File: src/rtl/pipe_skid_reg.sv
// Pipeline stage register with valid/ready handshake and a one-entry skid buffer.
// Define PIPE_SKID_REG_STATS_EN to add the saturating stall_cnt output.
module pipe_skid_reg #(
    parameter int              WIDTH   = 32,
    parameter logic [WIDTH-1:0] RST_VAL = '0,
    parameter int              CNT_W   = 16
) (
    input  logic             clk,
    input  logic             rst,
    input  logic             flush,
    input  logic             in_valid,
    output logic             in_ready,
    input  logic [WIDTH-1:0] in_data,
    output logic             out_valid,
    input  logic             out_ready,
    output logic [WIDTH-1:0] out_data
`ifdef PIPE_SKID_REG_STATS_EN
    ,
    output logic [CNT_W-1:0] stall_cnt
`endif
);

    typedef enum logic [1:0] {
        EMPTY = 2'd0,
        ONE   = 2'd1,
        FULL  = 2'd2
    } state_t;

    state_t           state, state_nxt;
    logic [WIDTH-1:0] main_q;
    logic [WIDTH-1:0] skid_q;
    logic             in_fire;
    logic             out_fire;

    if (WIDTH < 1 || CNT_W < 1) begin : g_param_check
        $error("pipe_skid_reg: WIDTH and CNT_W must be at least 1");
    end

    assign in_fire  = in_valid & in_ready;
    assign out_fire = out_valid & out_ready;

    always_ff @(posedge clk) begin
        if (rst) begin
            state <= EMPTY;
        end else begin
            state <= state_nxt;
        end
    end

    always_comb begin
        state_nxt = state;
        if (flush) begin
            state_nxt = EMPTY;
        end else begin
            case (state)
                EMPTY: if (in_fire) state_nxt = ONE;
                ONE: begin
                    if (in_fire && !out_fire) begin
                        state_nxt = FULL;
                    end else if (!in_fire && out_fire) begin
                        state_nxt = EMPTY;
                    end
                end
                FULL:    if (out_fire) state_nxt = ONE;
                default: state_nxt = EMPTY;
            endcase
        end
    end

    // Handshake outputs depend only on the state register, so out_ready never reaches in_ready.
    always_comb begin
        in_ready  = (state != FULL);
        out_valid = (state != EMPTY);
    end

    always_ff @(posedge clk) begin
        if (rst || flush) begin
            main_q <= RST_VAL;
            skid_q <= RST_VAL;
        end else begin
            case (state)
                EMPTY: if (in_fire) main_q <= in_data;
                ONE: begin
                    if (in_fire && out_fire) begin
                        main_q <= in_data;
                    end else if (in_fire) begin
                        skid_q <= in_data;
                    end
                end
                FULL:    if (out_fire) main_q <= skid_q;
                default: ;
            endcase
        end
    end

    assign out_data = main_q;

`ifdef PIPE_SKID_REG_STATS_EN
    // Only rst clears the counter; flush leaves the statistic intact.
    always_ff @(posedge clk) begin
        if (rst) begin
            stall_cnt <= '0;
        end else if (out_valid && !out_ready && (stall_cnt != '1)) begin
            stall_cnt <= stall_cnt + CNT_W'(1);
        end
    end
`endif

endmodule
File: config.mk
export PLATFORM = sky130hd
export DESIGN_NAME = pipe_skid_reg
export DESIGN_NICKNAME = d
export VERILOG_FILES = /design/src/rtl/pipe_skid_reg.sv
export SDC_FILE = /design/constraint.sdc
export NUM_CORES = 1
export LEC_CHECK = 0
export BUFFER_PORTS_ARGS = -buffer_cell sky130_fd_sc_hd__buf_2
export CAP_MARGIN = 20
export CELL_PAD_IN_SITES_DETAIL_PLACEMENT = 0
export CELL_PAD_IN_SITES_GLOBAL_PLACEMENT = 1
export CORE_MARGIN = 2
export CORE_UTILIZATION = 43
export DETAILED_ROUTE_END_ITERATION = 10
export GPL_TIMING_DRIVEN = 0
export PLACE_DENSITY_LB_ADDON = 0.12
export SYNTH_ARGS = -nofsm -noshare
export SYNTH_HDL_FRONTEND = slang
export SYNTH_SLANG_ARGS = --single-unit
File: constraint.sdc
create_clock -name clk -period 1.95 [get_ports clk]
set_input_delay 0.0975 -clock clk [delete_from_list [all_inputs] [get_ports clk]]
set_output_delay 0.0975 -clock clk [all_outputs]
set_load 0.02 [all_outputs]
# Word level (Yosys, flattened, before mapping)
# Index checks and enable logic that the tools add are counted.
# op_classes
n_reduce_logical,13
n_eq_ne,7
bitwise,3
muxes,9
# op_table
operator,count
$mux 32,3
$pmux 32 s3,1
$mux 2,4
$ne 2x2->1 const B,4
$pmux 2 s3,1
$reduce_and 3->1,2
$reduce_and 4->1,1
$logic_and 1x1->1,3
$ne 3x3->1 const B,1
$reduce_bool 3->1,1
$and 1x1->1,2
$eq 2x1->1 const B,1
$eq 2x2->1 const B,1
$logic_not 1->1,2
$logic_not 2->1,1
$reduce_bool 2->1,1
$reduce_or 2->1,1
$logic_or 1x1->1,1
$not 1->1,1
# word_totals
inputBits,37
register_bits,66

# Longest topological paths before layout
# Gate-level depths: netlist (run 1).
# logic_depth
depth_word,7
depth_mapped,5

# Worst setup path before layout (run 1)
# No wires, ideal clock.
# synth_timing
path_kind,register to register
startpoint,reg state[0]
endpoint,"reg main_q[10], in the netlist out_data[10]"
t_arrival_ns,1.145
period_less_slack_ns,1.291
setup_slack_ns,0.659
t_required_ns,1.804
setup_ns,0.146
path_stages_with_launch,6
path_cell_list,dfxtp_1 -> and3b_1 -> buf_6 -> buf_2 -> a211oi_1 -> a211oi_2
# synth_between
elab_chain_cells,5
# synth_lines
element,line_no,rtl
from (decl),29,"state_t state, state_nxt;"
from (signal assigned),46,state <= state_nxt;
$ne 2x2->1 or $reduce_bool 2->1 (tied branches),"72, 73",
"$and 1x1->1, on equally long branches","39, 40",
$logic_and 1x1->1,84,if (in_fire && out_fire) begin
$ne 2x2->1 (no line),-,
$reduce_and 4->1 (no line),-,
to (signal assigned),82,EMPTY: if (in_fire) main_q <= in_data;
to (signal assigned),85,main_q <= in_data;
to (signal assigned),90,FULL: if (out_fire) main_q <= skid_q;
to (decl),30,logic [WIDTH-1:0] main_q;
# Parallel ways exist; a longest one is shown, timed or not.
# A chain may end at the register's enable or synchronous reset.

# Final worst setup path (run 1)
# layout_timing
startpoint,reg state[0]
endpoint,out in_ready
# layout_between
elab_chain_cells,1
# layout_lines
element,line_no,rtl
$ne 2x2->1,72,in_ready = (state != FULL);
to (decl),12,"output logic in_ready,"
# Every way passes these cells.

==> impl_metrics.prom, run 1 <==
# TYPE chip_impl_metric gauge
chip_impl_info{name="outcome",value="finished clean"} 1
chip_impl_metric{name="antenna_found_initial",unit=""} 0
chip_impl_metric{name="synth_warnings",unit=""} 0
chip_impl_metric{name="timing_worst_slew_pin_value",unit="ns"} 0.7415
chip_impl_metric{name="timing.final.crit_period",unit="ns"} 1.590
chip_impl_metric{name="grt_start_max_net_pins",unit=""} 12
chip_impl_metric{name="slew_violations",unit=""} 0
chip_impl_metric{name="synth_seq_cells",unit=""} 66
chip_impl_metric{name="vias_in_the_first_global_route",unit=""} 2393
chip_impl_metric{name="setup_clock_skew_after_layout",unit="ns"} 0.007419
chip_impl_metric{name="maximum_vdd_ir_drop",unit="mV"} 0.3720
chip_impl_metric{name="max_cap_viol_count",unit=""} 0
chip_impl_metric{name="port_buffers",unit=""} 70
chip_impl_metric{name="power.density",unit="nW/µm²"} 823.4
chip_impl_metric{name="worst_setup_hold_path_clk_slew",unit="ns"} 0.07
chip_impl_metric{name="fp.coreArea",unit="µm²"} 6794
chip_impl_metric{name="worst-r2r-cell-count",unit=""} 5
chip_impl_metric{name="cts_made_buffers",unit=""} 9
chip_impl_metric{name="max-slew-margin-rel",unit="%"} 50.56
chip_impl_metric{name="hold_path_depth",unit=""} 3
chip_impl_metric{name="report.final.setup_viol",unit=""} 0
chip_impl_info{name="hold-path-endpoint",value="skid_q[13]$_SDFFE_PP0P_"} 1
chip_impl_metric{name="gpl.final_weighted_congestion",unit=""} 0.7309
chip_impl_metric{name="grtUsageTotal",unit="%"} 19.91
chip_impl_metric{name="cp_max_fo",unit=""} 10
chip_impl_info{name="timing.critical_path.to_type",value="output pin"} 1
chip_impl_metric{name="final.fill_count",unit=""} 624
chip_impl_metric{name="ctsLongestPathBuffers",unit=""} 2
chip_impl_metric{name="compound_gate_portion_of_the_synthesized_area",unit="%"} 27.72
chip_impl_info{name="grt_setup_unrepaired",value="no"} 1
chip_impl_info{name="dominant_combinational_cell_family_by_area_after_synthesis",value="compound AO/OA/AOI/OAI gates"} 1
chip_impl_metric{name="via_count",unit=""} 2560
chip_impl_metric{name="post_cts_resize_count",unit=""} 0
chip_impl_metric{name="routed_via_density",unit=""} 5.079
chip_impl_metric{name="depth_of_the_cts_h_tree",unit=""} 3
chip_impl_metric{name="finalCritPeriodShare",unit="%"} 81.56
chip_impl_metric{name="cts.sink_count",unit=""} 66
chip_impl_metric{name="cp_data_required_time",unit="ns"} 1.85
chip_impl_info{name="hold_path.startpoint",value="in_data[13]"} 1
chip_impl_metric{name="grt_overflow_total",unit=""} 0
chip_impl_metric{name="ports",unit=""} 71
chip_impl_metric{name="portion_of_the_post_synthesis_area_used_by_sequential_elements",unit="%"} 43.95
chip_impl_metric{name="post_synth_mux_area_share",unit="%"} 10.65
chip_impl_metric{name="antenna-diode-count",unit=""} 0
chip_impl_metric{name="netlist_area",unit="µm²"} 3007
chip_impl_metric{name="post_synth_inst_count",unit=""} 309
chip_impl_metric{name="post_synth.cell_area_avg",unit="µm²"} 9.730
chip_impl_info{name="cts_tree",value="yes"} 1
chip_impl_info{name="worstReg2RegStart",value="state[0]$_SDFFE_PP0P_"} 1
chip_impl_metric{name="floorplan.die_area",unit="µm²"} 7677
chip_impl_metric{name="yosys.area_share.xor_xnor",unit="%"} 0
chip_impl_metric{name="post_synth_fa_ha_maj_area_fraction",unit="%"} 0
chip_impl_metric{name="dieHeight",unit="µm"} 87.62
chip_impl_metric{name="place_hpwl",unit="mm"} 4.951
chip_impl_metric{name="netlist-cell-type-count",unit=""} 23
chip_impl_metric{name="cts_setup_buffers",unit=""} 0
chip_impl_metric{name="detail_route.first_pass.iterations",unit=""} 5
chip_impl_metric{name="rows",unit=""} 30
chip_impl_metric{name="hold_slack",unit="ns"} 0.007284
chip_impl_metric{name="route.final.wire_length",unit="mm"} 7.346
chip_impl_metric{name="timing.setup.tns",unit="ns"} 0
chip_impl_metric{name="r2r_setup_slack",unit="ns"} 0.48
chip_impl_metric{name="leakagePower",unit="nW"} 1.687
chip_impl_metric{name="yosys.area_share.simple",unit="%"} 10.78
chip_impl_metric{name="clk-insertion-delay-late",unit="ns"} 0.34
chip_impl_metric{name="initial_core_util",unit="%"} 44.25
chip_impl_info{name="critPathLaunchType",value="flip-flop"} 1
chip_impl_metric{name="hold_violations",unit=""} 0
chip_impl_metric{name="final_util",unit="%"} 56.78
chip_impl_metric{name="clock.fmax",unit="MHz"} 628.7
chip_impl_info{name="hp-class",value="input pin to flip-flop"} 1
chip_impl_metric{name="drc_errors",unit=""} 0
chip_impl_metric{name="drive_above_1_share",unit="%"} 35.78
chip_impl_metric{name="die_width",unit="µm"} 87.62
chip_impl_metric{name="dr.first_iter.drc_count",unit=""} 98
chip_impl_info{name="critical_path.reg2reg.endpoint",value="out_data[9]$_SDFFE_PP0P_"} 1
chip_impl_metric{name="syn_nets",unit=""} 346
chip_impl_metric{name="nets",unit=""} 441
chip_impl_info{name="setup.worst_path.class",value="flip-flop to output pin"} 1
chip_impl_metric{name="wire_per_inst",unit="µm"} 14.58
chip_impl_metric{name="totalPowerFinal",unit="W"} 0.003176
chip_impl_metric{name="cp.arrival",unit="ns"} 1.49
chip_impl_metric{name="antenna_violating_nets_post_route",unit=""} 0
chip_impl_info{name="clock_root_buffer",value="sky130_fd_sc_hd__clkbuf_8"} 1
chip_impl_metric{name="area.growth.synth_to_final",unit="%"} 28.30
chip_impl_metric{name="grt_pass1_wl",unit="mm"} 11.69
## cell type report
| type | instances | area (µm²) | area share [%] |
|---|---|---|---|
| Multi-Input combinational cell | 209 | 1478 | 38.31 |
| Sequential cell | 66 | 1321 | 34.25 |
| Timing Repair Buffer | 84 | 490.5 | 12.71 |
| Buffer | 34 | 207.7 | 5.384 |
| Clock buffer | 10 | 137.6 | 3.568 |
| Tap cell | 96 | 120.1 | 3.114 |
| Clock inverter | 5 | 102.6 | 2.660 |
## cells by family after synthesis
logic type | after synthesis
AO/OA/AOI/OAI | 101
AND/OR/NAND/NOR | 76
flip-flops | 66
buffers and inverters | 34
multiplexers | 32
## worst max-delay path by stage
stage                          start  slack, ns                   endpoint  cells after the start
6_report       state[0]$_SDFFE_PP0P_       0.36                   in_ready                      4
5_1_grt        state[0]$_SDFFE_PP0P_       0.27                   in_ready                      4
4_1_cts        state[0]$_SDFFE_PP0P_       0.34                   in_ready                      4
3_5_place_dp   state[0]$_SDFFE_PP0P_       0.48  out_data[16]$_SDFFE_PP0P_                      5
3_3_place_gp   state[0]$_SDFFE_PP0P_       0.51   out_data[8]$_SDFFE_PP0P_                      5
2_1_floorplan  state[0]$_SDFFE_PP0P_       0.66  out_data[10]$_SDFFE_PP0P_                      5
## cells in the mapped netlist, drive strengths merged
master | number | share of area, %
a21o | 2 | 0.75
buf | 27 | 6.0
and3b | 1 | 0.29
nand2b | 2 | 0.42
a211oi | 64 | 21
nor2 | 1 | 0.12
and2 | 1 | 0.21
nand4bb | 1 | 0.37
or3b | 1 | 0.29
o21a | 1 | 0.25
clkbuf | 7 | 0.87
nand2 | 65 | 8.1
mux2i | 32 | 11
dfxtp | 66 | 44
nor2b | 1 | 0.21
a21oi | 33 | 5.5
or2 | 2 | 0.42
nor4bb | 1 | 0.33
o21bai | 1 | 0.25
## cell usage in the layout (no fill, tap or decap), types with 2 or more instances in the layout
master	count
sky130_fd_sc_hd__a211oi_1	34
sky130_fd_sc_hd__a211oi_2	30
sky130_fd_sc_hd__a21oi_1	33
sky130_fd_sc_hd__buf_2	86
sky130_fd_sc_hd__buf_4	6
sky130_fd_sc_hd__buf_6	5
sky130_fd_sc_hd__bufinv_16	3
sky130_fd_sc_hd__clkbuf_1	7
sky130_fd_sc_hd__clkbuf_8	10
sky130_fd_sc_hd__dfxtp_1	66
sky130_fd_sc_hd__dlygate4sd3_1	14
sky130_fd_sc_hd__mux2i_1	32
sky130_fd_sc_hd__nand2_1	65
sky130_fd_sc_hd__nand2b_1	2
sky130_fd_sc_hd__or2_2	2
## timing repair
item | CTS | global route
hold buffers | 14 | 0
endpoints found under the setup margin | 0 | 0
hold endpoints to repair | 14 | 0
## stage by stage
step	std cells	setup slack [ns]	area [µm²]
after global placement	475	0.5066	3477
final	504	0.3595	3857
after global routing	504	0.2726	3857
after CTS	504	0.3398	3857
after detailed placement	475	0.4757	3477
after floorplan	309	0.6589	3007
## state kept, by name, summed over array words and instances, names as in the netlist
register	count
out_data	32
skid_q	32
state	2
## critical path, stage by stage (launching register included)
cell and delay [ns]:
sky130_fd_sc_hd__dfxtp_1 0.42, sky130_fd_sc_hd__nand2b_1 0.17, sky130_fd_sc_hd__buf_6 0.14, sky130_fd_sc_hd__buf_4 0.22, sky130_fd_sc_hd__buf_2 0.20
## layer usage
metal	track usage [%]	up-vias	part of all wire [%]
li1	-	1297	-
met1	26.74	1189	47
met2	30.72	66	47
met3	4.147	8	5.3
met4	9.231	0	1.3
met5	0	-	0
## report_power, final
group / switching, W / internal (W)
clock network: 0.000514 / 0.000875
logic: 0.000220 / 0.000162
registers: 0.0000208 / 0.00138
Note: power is estimated with default switching activity, not from simulation.
==> run 2: changes to the inputs <==
ABC_AREA = 1   (was not set)
CORE_UTILIZATION = 33   (was 43)
clock period = 1.3 ns   (was 1.95 ns; I/O delays follow)
==> impl_metrics.prom, run 2 <==
# TYPE chip_impl_metric gauge
chip_impl_info{name="critPathTopFamily",value="flip-flops"} 1
chip_impl_metric{name="report.final.setup_viol",unit=""} 0
chip_impl_metric{name="synth.top_cell.area_share",unit="%"} 44.90
chip_impl_metric{name="via_count",unit=""} 2900
chip_impl_info{name="critPathLaunchType",value="flip-flop"} 1
chip_impl_metric{name="multi_input_comb_area",unit="µm²"} 1406
chip_impl_metric{name="leakagePower",unit="nW"} 1.942
chip_impl_metric{name="area.growth.synth_to_final",unit="%"} 33.16
chip_impl_info{name="commonest_cells_after_routing_fill_and_taps_aside",value="sky130_fd_sc_hd__nand2_1, sky130_fd_sc_hd__nor2_1, sky130_fd_sc_hd__buf_2"} 1
chip_impl_metric{name="post_synth.cell_area_avg",unit="µm²"} 6.302
chip_impl_metric{name="grt_start_max_net_pins",unit=""} 12
chip_impl_metric{name="cp_data_required_time",unit="ns"} 1.52
chip_impl_metric{name="hold_slack",unit="ns"} -0.01136
chip_impl_metric{name="final.fill_count",unit=""} 952
chip_impl_metric{name="port_buffers",unit=""} 70
chip_impl_info{name="hp-class",value="input pin to flip-flop"} 1
chip_impl_metric{name="dieHeight",unit="µm"} 98.44
chip_impl_metric{name="synth_edf_count",unit=""} 0
chip_impl_info{name="synth_area_leader_cell",value="sky130_fd_sc_hd__dfxtp_1"} 1
chip_impl_metric{name="critPathBufInv",unit=""} 4
chip_impl_metric{name="ctsLongestPathBuffers",unit=""} 2
chip_impl_metric{name="post_synth_inst_count",unit=""} 467
chip_impl_metric{name="synth_warnings",unit=""} 0
chip_impl_metric{name="cp_max_fo",unit=""} 10
chip_impl_info{name="timing.critical_path.to_type",value="flip-flop"} 1
chip_impl_metric{name="route.final.wire_length",unit="mm"} 7.690
chip_impl_metric{name="finalCritPeriodShare",unit="%"} 96.17
chip_impl_metric{name="synth_seq_cells",unit=""} 66
chip_impl_info{name="synth_top_cells_by_count",value="sky130_fd_sc_hd__nand2_1, sky130_fd_sc_hd__nor2_1, sky130_fd_sc_hd__dfxtp_1"} 1
chip_impl_metric{name="maximum_vdd_ir_drop",unit="mV"} 0.4147
chip_impl_metric{name="place_ws",unit="ns"} -0.02925
chip_impl_metric{name="cts.sink_count",unit=""} 66
chip_impl_metric{name="sequential_cell_area",unit="µm²"} 1329
chip_impl_metric{name="wire_per_inst",unit="µm"} 11.33
chip_impl_info{name="most_common_cell_in_the_netlist",value="sky130_fd_sc_hd__nand2_1"} 1
chip_impl_metric{name="max-slew-margin-rel",unit="%"} 69.92
chip_impl_metric{name="power_frac_clock",unit="%"} 35.0
chip_impl_info{name="cpMaxStageDelayCell",value="sky130_fd_sc_hd__dfxtp_4"} 1
chip_impl_metric{name="routed_via_density",unit=""} 4.271
chip_impl_info{name="clock_root_buffer",value="sky130_fd_sc_hd__clkbuf_8"} 1
chip_impl_metric{name="grt_pass1_wl",unit="mm"} 12.77
chip_impl_metric{name="cts_made_buffers",unit=""} 9
chip_impl_metric{name="sequentialPowerShare",unit="%"} 50.1
chip_impl_metric{name="drc_errors",unit=""} 0
chip_impl_info{name="cts_tree",value="yes"} 1
chip_impl_metric{name="cellInternalPower",unit="W"} 0.003022
chip_impl_metric{name="setup_clock_skew_after_layout",unit="ns"} 0.009850
chip_impl_metric{name="final_util",unit="%"} 45.16
chip_impl_metric{name="portion_of_the_post_synthesis_area_used_by_sequential_elements",unit="%"} 44.90
chip_impl_metric{name="cp_slowest_stage_delay",unit="ns"} 0.41
chip_impl_metric{name="detail_route.first_pass.iterations",unit=""} 4
chip_impl_info{name="grt_setup_unrepaired",value="yes"} 1
chip_impl_metric{name="place_hpwl",unit="mm"} 5.153
chip_impl_metric{name="clk-insertion-delay-late",unit="ns"} 0.34
chip_impl_metric{name="netlist_area",unit="µm²"} 2943
chip_impl_metric{name="netlist-cell-type-count",unit=""} 17
chip_impl_info{name="cp_cell_sequence",value="inv_1 -> nand2_2 -> inv_2 -> nand2_4 -> inv_2 -> buf_4 -> nor2_1 -> nor2_1"} 1
chip_impl_info{name="violations",value="negative hold slack"} 1
chip_impl_metric{name="dr.first_iter.drc_count",unit=""} 54
chip_impl_metric{name="grtUsageTotal",unit="%"} 16.53
chip_impl_metric{name="grt_overflow_total",unit=""} 0
chip_impl_metric{name="hold_violations",unit=""} 2
chip_impl_metric{name="antenna_found_initial",unit=""} 0
chip_impl_metric{name="rows",unit=""} 34
chip_impl_metric{name="die_width",unit="µm"} 98.44
chip_impl_metric{name="syn_nets",unit=""} 504
chip_impl_metric{name="ys_async_sr_fraction",unit="%"} 0
chip_impl_info{name="netlist_top_cells_area",value="sky130_fd_sc_hd__dfxtp_1, sky130_fd_sc_hd__nand2_1, sky130_fd_sc_hd__nor2_1"} 1
chip_impl_metric{name="timing.setup.tns",unit="ns"} 0
chip_impl_metric{name="antenna_violating_nets_post_route",unit=""} 0
chip_impl_metric{name="slew_violations",unit=""} 0
chip_impl_metric{name="fp.coreArea",unit="µm²"} 8678
chip_impl_info{name="setup.worst_path.class",value="flip-flop to flip-flop"} 1
chip_impl_metric{name="antenna-diode-count",unit=""} 0
chip_impl_metric{name="timing_worst_slew_pin_value",unit="ns"} 0.4512
chip_impl_info{name="layout.cells.most_common",value="sky130_fd_sc_hd__nand2_1"} 1
chip_impl_metric{name="combinationalPowerShare",unit="%"} 14.9
chip_impl_metric{name="ports",unit=""} 71
chip_impl_metric{name="switching_share",unit="%"} 28.07
chip_impl_metric{name="power.density",unit="nW/µm²"} 1072
chip_impl_info{name="ys.flop_type",value="sky130_fd_sc_hd__dfxtp_1"} 1
chip_impl_metric{name="drive_above_1_share",unit="%"} 22.59
chip_impl_info{name="outcome",value="finished, violations left"} 1
chip_impl_metric{name="clock.fmax",unit="MHz"} 799.9
chip_impl_metric{name="cp.arrival",unit="ns"} 1.47
chip_impl_metric{name="worst_setup_hold_path_clk_slew",unit="ns"} 0.07
chip_impl_metric{name="initial_core_util",unit="%"} 33.91
chip_impl_metric{name="gpl.final_weighted_congestion",unit=""} 0.7470
chip_impl_metric{name="depth_of_the_cts_h_tree",unit=""} 3
chip_impl_metric{name="max_cap_viol_count",unit=""} 0
chip_impl_metric{name="p_switching",unit="W"} 0.001180
chip_impl_metric{name="vias_in_the_first_global_route",unit=""} 2694
chip_impl_metric{name="floorplan.die_area",unit="µm²"} 9689
chip_impl_metric{name="post-route-worst-setup-slack",unit="ns"} 0.04978
chip_impl_metric{name="nets",unit=""} 603
chip_impl_metric{name="timing.final.crit_period",unit="ns"} 1.250
run 2: power groups by stage:
stage	clock [W]	combinational (W)	sequential, W
4_1_cts	0.00153	0.000590	0.00211
3_3_place_gp	0	0.000550	0.00215
2_1_floorplan	0	0.000298	0.00221
3_5_place_dp	0	0.000552	0.00215
5_1_grt	0.00162	0.000712	0.00211
6_report	0.00147	0.000626	0.00211
run 2: layout make-up:
class	count	share of cell area, %
timing repair buffer	87	13.28
sequential	66	33.91
clock inverter	5	0.7982
inverter	40	3.959
buffer	25	5.364
clock buffer	11	3.352
tap	108	3.448
multi-input combinational	337	35.89
run 2: cells by family after synthesis:
group	Yosys count	synth area share, %
xor gates and xnor gates	1	0.2977
AOI/OAI and AO/OA	35	6.037
and+or+nand+nor	300	38.73
buffers and inverters	65	10.03
DFF	66	44.90
run 2: repair_timing:
action                                  CTS  global route
hold buffers                             15             1
setup buffers                             0             1
pin swaps                                 0             1
gates cloned                              0             1
endpoints found under the hold margin    15             1
gates resized for setup                   5            54
endpoints found under the setup margin   29            62
run 2: worst min-delay path, cell delays in order:
cell and delay (ns):
sky130_fd_sc_hd__buf_2 0.09, sky130_fd_sc_hd__o21ai_1 0.06, sky130_fd_sc_hd__nor2_1 0.07
run 2: metal layers:
layer	GRT usage, %	vias to the layer above	share of wire [%]
met5	0	-	0
met4	6.639	0	1.5
met3	2.766	10	3.3
li1	-	1580	-
met1	22.14	1263	50
met2	26.64	47	45
run 2: path summary, 6_finish.rpt:
path	start	end	slack [ns]	depth (start not counted)
max reg2reg	state[1]$_SDFFE_PP0P_	skid_q[29]$_SDFFE_PP0P_	0.05	8
min reg2reg	skid_q[23]$_SDFFE_PP0P_	skid_q[23]$_SDFFE_PP0P_	0.49	2
min	in_data[19]	skid_q[19]$_SDFFE_PP0P_	-0.01	3
max	state[1]$_SDFFE_PP0P_	skid_q[29]$_SDFFE_PP0P_	0.05	8
run 2: through the flow:
stage	area, µm²	std cells	total power, W	hold slack, ns
global route	3919	679	0.004450	0.004524
detailed placement	3428	645	0.002706	0.3314
global placement	3428	645	0.002702	0.3178
CTS	3755	676	0.004225	0.0004047
finish	3919	679	0.004202	-0.01136
floorplan	2943	467	0.002510	0.2124
==> run 3: changes to the inputs <==
CORE_MARGIN = not set   (was 2)
==> impl_metrics.prom, run 3 (synthesized netlist as in run 2, its figures left out) <==
# TYPE chip_impl_metric gauge
chip_impl_info{name="grt_setup_unrepaired",value="yes"} 1
chip_impl_metric{name="leakagePower",unit="nW"} 1.969
chip_impl_metric{name="ctsLongestPathBuffers",unit=""} 2
chip_impl_metric{name="finalNonFillerCells",unit=""} 682
chip_impl_metric{name="r2r_setup_slack",unit="ns"} 0.08
chip_impl_metric{name="grt_overflow_total",unit=""} 0
chip_impl_metric{name="grtUsageTotal",unit="%"} 17.30
chip_impl_metric{name="worst_setup_hold_path_clk_slew",unit="ns"} 0.07
chip_impl_metric{name="port_buffers",unit=""} 70
chip_impl_metric{name="drc_errors",unit=""} 0
chip_impl_metric{name="power.density",unit="nW/µm²"} 1147
chip_impl_metric{name="slew_violations",unit=""} 0
chip_impl_metric{name="worst-r2r-cell-count",unit=""} 5
chip_impl_metric{name="cts_made_buffers",unit=""} 9
chip_impl_metric{name="cp_data_required_time",unit="ns"} 1.24
chip_impl_metric{name="timing_worst_slew_pin_value",unit="ns"} 0.4554
chip_impl_metric{name="max_cap_viol_count",unit=""} 0
chip_impl_metric{name="floorplan.die_area",unit="µm²"} 9300
chip_impl_metric{name="routed_via_density",unit=""} 4.230
chip_impl_metric{name="setup_clock_skew_after_layout",unit="ns"} 0.005550
chip_impl_metric{name="gpl.final_weighted_congestion",unit=""} 0.7215
chip_impl_metric{name="clk-insertion-delay-late",unit="ns"} 0.34
chip_impl_info{name="critPathLaunchType",value="flip-flop"} 1
chip_impl_metric{name="combinationalPowerShare",unit="%"} 13.5
chip_impl_metric{name="place_hpwl",unit="mm"} 5.095
chip_impl_metric{name="p_switching",unit="W"} 0.001148
chip_impl_metric{name="power_frac_clock",unit="%"} 39.9
chip_impl_metric{name="drive_above_1_share",unit="%"} 21.43
chip_impl_metric{name="ports",unit=""} 71
chip_impl_info{name="critical_path.reg2reg.endpoint",value="out_data[20]$_SDFFE_PP0P_"} 1
chip_impl_info{name="clock_root_buffer",value="sky130_fd_sc_hd__clkbuf_8"} 1
chip_impl_metric{name="antenna_found_initial",unit=""} 0
chip_impl_metric{name="antenna-diode-count",unit=""} 0
chip_impl_metric{name="via_count",unit=""} 2885
chip_impl_info{name="timing.critical_path.to_type",value="output pin"} 1
chip_impl_metric{name="timing.setup.tns",unit="ns"} 0
chip_impl_metric{name="final_util",unit="%"} 45.36
chip_impl_metric{name="vias_in_the_first_global_route",unit=""} 2525
chip_impl_info{name="layout.cells.most_common",value="sky130_fd_sc_hd__nand2_1"} 1
chip_impl_metric{name="detail_route.first_pass.iterations",unit=""} 4
chip_impl_metric{name="cts.sink_count",unit=""} 66
chip_impl_metric{name="route.final.wire_length",unit="mm"} 7.510
chip_impl_info{name="hp-class",value="input pin to flip-flop"} 1
chip_impl_info{name="worstReg2RegStart",value="state[1]$_SDFFE_PP0P_"} 1
chip_impl_metric{name="max-slew-margin-rel",unit="%"} 69.64
chip_impl_metric{name="dr.first_iter.drc_count",unit=""} 85
chip_impl_info{name="endpoint",value="in_ready"} 1
chip_impl_metric{name="nets",unit=""} 607
chip_impl_metric{name="timing.final.crit_period",unit="ns"} 1.232
chip_impl_metric{name="rows",unit=""} 34
chip_impl_metric{name="maximum_vdd_ir_drop",unit="mV"} 0.4844
chip_impl_metric{name="switching_share",unit="%"} 25.43
chip_impl_metric{name="post-route-worst-setup-slack",unit="ns"} 0.06804
chip_impl_metric{name="sequentialPowerShare",unit="%"} 46.6
chip_impl_metric{name="cp_max_fo",unit=""} 10
chip_impl_metric{name="finalCritPeriodShare",unit="%"} 94.77
chip_impl_metric{name="placedCellCount",unit=""} 645
chip_impl_metric{name="cellInternalPower",unit="W"} 0.003368
chip_impl_info{name="commonest_cells_after_routing_fill_and_taps_aside",value="sky130_fd_sc_hd__nand2_1, sky130_fd_sc_hd__nor2_1, sky130_fd_sc_hd__buf_2"} 1
chip_impl_metric{name="grt_pass1_wl",unit="mm"} 12.02
chip_impl_metric{name="antenna_violating_nets_post_route",unit=""} 0
chip_impl_metric{name="wire_per_inst",unit="µm"} 11.01
chip_impl_metric{name="hold_violations",unit=""} 0
chip_impl_metric{name="grt_start_max_net_pins",unit=""} 11
chip_impl_metric{name="place_ws",unit="ns"} -0.03794
chip_impl_info{name="outcome",value="finished clean"} 1
chip_impl_info{name="setup.worst_path.class",value="flip-flop to output pin"} 1
chip_impl_metric{name="stdcell_area",unit="µm²"} 3936
chip_impl_metric{name="placement.cell_area",unit="µm²"} 3428
chip_impl_metric{name="clock.fmax",unit="MHz"} 811.7
chip_impl_metric{name="final.fill_count",unit=""} 967
chip_impl_metric{name="die_width",unit="µm"} 96.44
chip_impl_metric{name="depth_of_the_cts_h_tree",unit=""} 3
chip_impl_info{name="timing.critical_path.from",value="state[0]$_SDFFE_PP0P_"} 1
chip_impl_metric{name="initial_core_util",unit="%"} 33.91
chip_impl_metric{name="cp.arrival",unit="ns"} 1.17
chip_impl_metric{name="dieHeight",unit="µm"} 96.44
chip_impl_metric{name="area.growth.synth_to_final",unit="%"} 33.76
chip_impl_info{name="cts_tree",value="yes"} 1
chip_impl_metric{name="report.final.setup_viol",unit=""} 0
chip_impl_metric{name="fp.coreArea",unit="µm²"} 8678
run 3: changes by cell type in the layout (fill, tap and decap cells not counted), sizes merged:
| cell | change |
|---|---|
| buf | +2 |
| bufinv | +1 |
| clkbuf | +1 |
| clkinv | -3 |
| clkinvlp | -1 |
| dlygate4sd3 | +4 |
| nand2 | -1 |
run 3: cell type report:
type	instances	area, µm²	area share [%]
inverter	40	150.1	3.814
tap	108	135.1	3.433
sequential	66	1326	33.69
clock inverter	2	35.03	0.8900
timing repair buffer	92	568.0	14.43
buffer	25	203.9	5.181
multi-input combinational	336	1349	34.27
clock buffer	13	168.9	4.291
run 3: routing by layer:
metal  vias to the layer above  wire (µm)  global-route usage (%)
li1                       1583          -                       -
met1                      1233       3676                   22.59
met2                        56       3380                   27.84
met3                        13        326                   3.365
met4                         0        127                   7.353
met5                         -          0                       0
run 3: worst min-delay path by stage:
| stage | cells past startpoint | slack (ns) | endpoint | start |
|---|---|---|---|---|
| 4_1_cts | 3 | 0.002 | skid_q[15]$_SDFFE_PP0P_ | in_data[15] |
| 2_1_floorplan | 2 | 0.21 | skid_q[2]$_SDFFE_PP0P_ | in_data[2] |
| 3_5_place_dp | 3 | 0.32 | skid_q[2]$_SDFFE_PP0P_ | in_data[2] |
| 5_1_grt | 3 | 0.006 | skid_q[15]$_SDFFE_PP0P_ | in_data[15] |
| 3_3_place_gp | 3 | 0.32 | skid_q[30]$_SDFFE_PP0P_ | in_data[30] |
| 6_report | 3 | 0.004 | skid_q[17]$_SDFFE_PP0P_ | in_data[17] |
run 3: repair_timing:
| action | CTS | global route |
|---|---|---|
| hold endpoints to repair | 20 | 0 |
| setup endpoints to repair | 30 | 54 |
| gates resized for setup | 5 | 30 |
| pin swaps | 0 | 1 |
| cloned | 0 | 0 |
| hold buffers | 20 | 0 |
| setup buffers | 0 | 2 |
run 3: power by group through the flow:
stage	combinational [W]	clock, W	sequential, W
final	0.000609	0.00180	0.00211
after global routing	0.000695	0.00195	0.00211
after CTS	0.000601	0.00187	0.00211
after detailed placement	0.000553	0	0.00215
after global placement	0.000552	0	0.00215
after floorplan	0.000298	0	0.00221
run 3: metrics by stage:
step | hold WS, ns | power (W)
after global placement | 0.3202 | 0.002705
after floorplan | 0.2124 | 0.002510
after global routing | 0.006237 | 0.004759
final | 0.004399 | 0.004516
after CTS | 0.002226 | 0.004575
after detailed placement | 0.3247 | 0.002707
run 3: worst max-delay path, cell delays in order (launching register included):
cell and delay, ns:
sky130_fd_sc_hd__dfxtp_2 0.36, sky130_fd_sc_hd__inv_2 0.06, sky130_fd_sc_hd__nand2_4 0.12, sky130_fd_sc_hd__buf_8 0.14
sky130_fd_sc_hd__buf_4 0.14
